$ cat config.mk
export PLATFORM = sky130hd
export DESIGN_NAME = cpu_run_ctrl
export DESIGN_NICKNAME = d
export VERILOG_FILES = /design/src/rtl/mips_sim_pkg.sv /design/src/rtl/sat_counter.sv /design/src/rtl/cpu_run_ctrl.sv
export SDC_FILE = /design/constraint.sdc
export NUM_CORES = 1
export LEC_CHECK = 0
export CORE_MARGIN = 8
export CORE_UTILIZATION = 46
export CTS_CLUSTER_SIZE = 12
export DETAILED_ROUTE_END_ITERATION = 7
export GPL_TIMING_DRIVEN = 1
export PLACE_DENSITY = 0.87
export SLEW_MARGIN = 5
export SYNTH_ARGS = -nofsm -noshare
export SYNTH_HDL_FRONTEND = slang
export SYNTH_SLANG_ARGS = --single-unit
$ cat constraint.sdc
create_clock -name clk -period 2.85 [get_ports clk]
set_input_delay 0.57 -clock clk [delete_from_list [all_inputs] [get_ports clk]]
set_output_delay 0.57 -clock clk [all_outputs]
set_load 0.1 [all_outputs]
$ cat src/rtl/mips_sim_pkg.sv
`default_nettype none
// ============================================================================
// Module      : mips_sim_pkg
// Description : Shared types and constants for the MIPS simulation harness.
// Revision    : 1.0 - initial release
// ============================================================================
package mips_sim_pkg;

    localparam int          CNT_W        = 32;
    localparam logic [31:0] SYSCALL_CODE = 32'h0000000C;

    typedef enum logic [1:0] {
        ST_IDLE = 2'd0,
        ST_HOLD = 2'd1,
        ST_RUN  = 2'd2,
        ST_DONE = 2'd3
    } run_state_t;

endpackage
`default_nettype wire

$ cat src/rtl/sat_counter.sv
`default_nettype none
// ============================================================================
// Module      : sat_counter
// Description : Up-counter with synchronous clear and enable, holding at
//               all-ones instead of wrapping.
// Revision    : 1.0 - initial release
// ============================================================================
module sat_counter
    import mips_sim_pkg::*;
#(
    parameter int WIDTH = CNT_W
) (
    input  logic             clk,
    input  logic             rst,
    input  logic             clr,
    input  logic             en,
    output logic [WIDTH-1:0] count
);

    always_ff @(posedge clk) begin
        if (rst || clr) begin
            count <= '0;
        end else if (en && (count != '1)) begin
            count <= count + WIDTH'(1);
        end
    end

endmodule
`default_nettype wire

$ cat src/rtl/cpu_run_ctrl.sv
`default_nettype none
// ============================================================================
// Module      : cpu_run_ctrl
// Description : Holds the core in reset, releases it on start, gates it with
//               cpu_run and stops it on syscall, self-loop or cycle budget.
// Revision    : 1.0 - initial release
// ============================================================================
module cpu_run_ctrl
    import mips_sim_pkg::*;
#(
    parameter int          MAX_CYCLES = 1024,
    parameter int          RST_CYCLES = 2,
    parameter logic [31:0] HALT_CODE  = SYSCALL_CODE
) (
    input  logic        clk,
    input  logic        rst,
    input  logic        start,
    input  logic [31:0] pc,
    input  logic [31:0] code,
    output logic        cpu_rst,
    output logic        cpu_run,
    output logic        done,
    output logic        timeout,
    output logic [31:0] cycles,
    output logic [31:0] instret,
    output logic [31:0] halt_pc
);

    run_state_t  r_state;
    run_state_t  w_next_state;
    logic        r_start;
    logic [3:0]  r_hold;
    logic [31:0] r_prev_pc;
    logic        r_first;
    logic        r_done;
    logic        r_timeout;
    logic [31:0] r_halt_pc;

    logic        w_idle_or_done;
    logic        w_restart;
    logic        w_in_run;
    logic        w_self_loop;
    logic        w_halt;
    logic        w_budget;
    logic        w_term;

    assign w_idle_or_done = (r_state == ST_IDLE) || (r_state == ST_DONE);
    assign w_restart      = w_idle_or_done && r_start;
    assign w_in_run       = (r_state == ST_RUN);
    assign w_self_loop    = !r_first && (pc == r_prev_pc);
    assign w_halt         = w_in_run && ((code == HALT_CODE) || w_self_loop);
    assign w_budget       = w_in_run && (({1'b0, cycles} + 33'd1) == 33'(MAX_CYCLES));
    assign w_term         = w_halt || w_budget;

    always_ff @(posedge clk) begin
        if (rst) begin
            r_state <= ST_IDLE;
        end else begin
            r_state <= w_next_state;
        end
    end

    always_comb begin
        w_next_state = r_state;
        cpu_rst      = 1'b1;
        cpu_run      = 1'b0;
        case (r_state)
            ST_IDLE: begin
                if (r_start) w_next_state = ST_HOLD;
            end
            ST_HOLD: begin
                if (r_hold == 4'd1) w_next_state = ST_RUN;
            end
            ST_RUN: begin
                cpu_rst = 1'b0;
                cpu_run = 1'b1;
                if (w_term) w_next_state = ST_DONE;
            end
            ST_DONE: begin
                cpu_rst = 1'b0;
                if (r_start) w_next_state = ST_HOLD;
            end
            default: w_next_state = ST_IDLE;
        endcase
    end

    // start is registered first, and only while a new run may be accepted
    always_ff @(posedge clk) begin
        if (rst) begin
            r_start <= 1'b0;
            r_hold  <= 4'd0;
        end else begin
            r_start <= start && w_idle_or_done;
            if (w_restart) begin
                r_hold <= 4'(RST_CYCLES);
            end else if ((r_state == ST_HOLD) && (r_hold != 4'd0)) begin
                r_hold <= r_hold - 4'd1;
            end
        end
    end

    always_ff @(posedge clk) begin
        if (rst) begin
            r_prev_pc <= 32'd0;
            r_first   <= 1'b1;
        end else if (w_restart) begin
            r_first   <= 1'b1;
        end else if (w_in_run) begin
            r_prev_pc <= pc;
            r_first   <= 1'b0;
        end
    end

    // halt wins over the budget when both occur on the same cycle
    always_ff @(posedge clk) begin
        if (rst || w_restart) begin
            r_done    <= 1'b0;
            r_timeout <= 1'b0;
            r_halt_pc <= 32'd0;
        end else if (w_in_run && w_term) begin
            r_done    <= 1'b1;
            r_timeout <= !w_halt;
            r_halt_pc <= pc;
        end
    end

    sat_counter #(.WIDTH(CNT_W)) u_cycles (
        .clk   (clk),
        .rst   (rst),
        .clr   (w_restart),
        .en    (w_in_run),
        .count (cycles)
    );

    sat_counter #(.WIDTH(CNT_W)) u_instret (
        .clk   (clk),
        .rst   (rst),
        .clr   (w_restart),
        .en    (w_in_run && !w_term),
        .count (instret)
    );

    assign done    = r_done;
    assign timeout = r_timeout;
    assign halt_pc = r_halt_pc;

endmodule
`default_nettype wire

==> out/metrics.yaml, run 1 <==
async_flop_share_pct: 0
place_congestion: 0.9290
synth_area_um2: 7352
slowest_stage: "or4_1"
drc: 0
synth-seq-cells: 138
hold_viol_final: 0
critPathTopFamily: "simple AND/OR/NAND/NOR gates"
synthDominantCellAreaShare_pct: 37.58
combPwrFrac_pct: 25.1
cpMostUsedCell: "buf_4"
ant_nets: 0
yosys-mux-area-fraction_pct: 4.918
die_w_um: 142.4
p_seq_share_pct: 36.7
place_ws_ns: -0.5093
path_clk_slew_ns: 0.07
htreeDepth: 4
cts_buffers: 17
vias: 8622
period_share_pct: 105.7
worst_ir_drop_vdd_uv: 439.2
path_max_fanout: 8
netlist_instances: 883
n_fill_cell: 1012
finalMaxSlewViolations: 0
crit_type: "reg -> reg"
syn_avg_cell_area_um2: 8.326
cellLeakagePower_nw: 4.642
drv_cap: 0
rsz0062_at_grt: "true"
port_buffers: 166
yosysMostFrequentCell: "dfxtp_1"
yosysUniqueCellTypes: 62
drive_above_1_share_pct: 39.98
cp.required_ns: 3.20
synth_fp_nets: 959
max_slew_margin_pct: 56.10
std_cell_rows: 46
synthTopCellsByArea: "dfxtp_1, xnor2_1, mux2i_1"
setup_tns_ns: -5.895
path_cells: "nand4_4, buf_4, or4_1, o21a_1, nor4_1, nand4_1, o41ai_4, buf_6, buf_4, o31ai_1, a21oi_1"
overflow: 0
dp_hpwl_um: 18240
violations: "negative setup slack"
r2r_cells: 11
areaGrowthSynthToFinish_pct: 64.52
p_sw_mw: 1.955
hold_class: "reg -> reg"
ctsLongestPathBuffers: 2
dp_cells: 1372
clockPowerShare_pct: 38.3
viasPerCell: 5.971
num_io_pins: 167
core_um2: 15770
synth_edf_count: 0
skew_ns: 0.01123
die_area_um2: 20280
max_freq_ghz: 0.3319
yosys.area.top_type: "dfxtp_1"
stdcell_count: 1444
finalWorstSetupSlack_ns: -0.1632
antenna_found_initial: 0
synthXorXnorAreaFrac_pct: 7.862
start_util_pct: 46.62
min_path_cells: 2
arrival_ns: 3.36
yosys.area_share.simple_pct: 29.97
holdWs_ns: 0.4533
outcome: "finished with violations"
wl_per_cell_um: 19.94
path_depth: 11
drt_iter0_markers: 927
tritoncts: "built"
die_h_um: 142.4
seq_area_frac_synth_pct: 37.58
yosysWarningCount: 0
clkLatencyLatePin_ns: 0.43
routed_wl_um: 28800
fin_area_um2: 12100
synthFlopType: "dfxtp_1"
nets: 1291
internal-power_mw: 3.980
clkSinkCount: 138
crit_buf_inv: 3
antenna_cells: 0
grt_pass1_wl_um: 42110
dr.pass1.iters: 6
hold_buffers: 0
clock_tree.root_cell: "clkbuf_16"
synth_top_family_by_area: "simple AND/OR/NAND/NOR gates"
finalSetupViolations: 66
netlist_top_cells_count: "dfxtp_1, nor2_1, nand2_1, nand3_1, xnor2_1"
grt_max_degree: 56
worstSetupEndpointType: "flip-flop"
post-route-min-period_ns: 3.013
fin_util_pct: 76.70
placed_area_um2: 10440
swShare_pct: 32.94
p_total_mw: 5.935
worst_slew_pin_slew_ns: 0.6584
first_global_vias: 8217
grt.total_usage_pct: 25.81
p_per_area_nw_per_um2: 490.7
critPathLaunchType: "flip-flop"
yosys.area_share.adder_pct: 1.532
max_stage_delay_ns: 0.57
synth-compound-area-share_pct: 13.56
## power by group through the flow
| stage | Clock [mW] | Sequential (mW) | Combinational, mW |
|---|---|---|---|
| 3_5_place_dp | 0 | 2.21 | 1.41 |
| 3_3_place_gp | 0 | 2.20 | 1.37 |
| 2_1_floorplan | 0 | 2.28 | 0.810 |
| 4_1_cts | 2.28 | 2.17 | 1.42 |
| 5_1_grt | 2.37 | 2.19 | 1.58 |
| 6_report | 2.27 | 2.18 | 1.49 |
## cell families after synthesis
family          Yosys count
fa+ha+maj                 9
compound gates          144
flops                   138
buf+inv                  73
mux                      36
xor+xnor                 66
simple gates            417
## metal layers
layer / part of all wire (%) / track usage (%)
met1: 38 / 29.51
met2: 51 / 45.15
met3: 7.8 / 6.172
met4: 3.9 / 10.85
met5: 0 / 0
## repair_timing
item | 4_1_cts | 5_1_grt
cloned | 9 | 1
pin swaps | 19 | 26
setup endpoints to repair | 66 | 70
setup buffers | 15 | 22
resized for setup | 48 | 83
## path summary, 6_finish.rpt
check | startpoint | end | slack, ns
worst min-delay path | halt_pc[4] | halt_pc[4] | 0.45
worst max-delay path | u_cycles.count[13] | u_instret.count[13] | -0.16
worst min register to register | halt_pc[4] | halt_pc[4] | 0.45
worst max register to register | u_cycles.count[13] | u_instret.count[13] | -0.16
## cell type report
| type | count | area [um2] | area share, % |
|---|---|---|---|
| Timing Repair Buffer | 376 | 3396 | 28.07 |
| Clock inverter | 14 | 158.9 | 1.314 |
| Multi-Input combinational cell | 672 | 4927 | 40.74 |
| Tap cell | 216 | 270.3 | 2.234 |
| Clock buffer | 18 | 439.2 | 3.631 |
| Inverter | 10 | 37.54 | 0.3103 |
| Sequential cell | 138 | 2867 | 23.70 |
## worst min-delay path: stages, from the launching register on
cell and delay, ns:
dfxtp_1 0.31, nand2_1 0.05, o21ai_1 0.05
## sequential cells by signal (all words and copies together), names as in the netlist
register,cells
done,1
timeout,1
r_first,1
r_prev_pc,32
r_state,2
r_hold,4
u_cycles.count,32
halt_pc,32
u_instret.count,32
r_start,1
## cells in the final DEF (no fill, tap or decap), types with 9 or more instances in the layout
cell type / netlist / layout
or4_1: 22 / 18
buf_4: 3 / 269
o21ai_2: 4 / 14
xnor2_1: 48 / 48
nor2_1: 90 / 87
a21oi_1: 25 / 16
nand4_1: 45 / 45
nor4_1: 24 / 15
dfxtp_1: 138 / 107
mux2i_1: 35 / 34
buf_12: 1 / 15
nand3_2: 0 / 29
or3_1: 15 / 14
o21ai_0: 41 / 10
and3_1: 15 / 14
inv_1: 10 / 10
nand3_1: 65 / 30
o21ai_1: 1 / 21
xor2_1: 18 / 18
dfxtp_4: 0 / 26
nand2b_1: 15 / 15
nand2_1: 78 / 77
buf_6: 1 / 16
clkbuf_16: 0 / 18
clkdlybuf4s50_1: 0 / 66
and2_1: 9 / 9
(Power assumes the default switching activity.)
==> inputs of run 2 (changes only) <==
--- a/config.mk
+++ b/config.mk
@@ -10,6 +10,7 @@
 export CTS_CLUSTER_SIZE = 12
 export DETAILED_ROUTE_END_ITERATION = 7
 export GPL_TIMING_DRIVEN = 1
+export HOLD_SLACK_MARGIN = 0.08
 export PLACE_DENSITY = 0.87
 export SLEW_MARGIN = 5
 export SYNTH_ARGS = -nofsm -noshare
==> results of run 2 <==
Same layout as run 1: the final DEF is identical, and so are final timing and power.
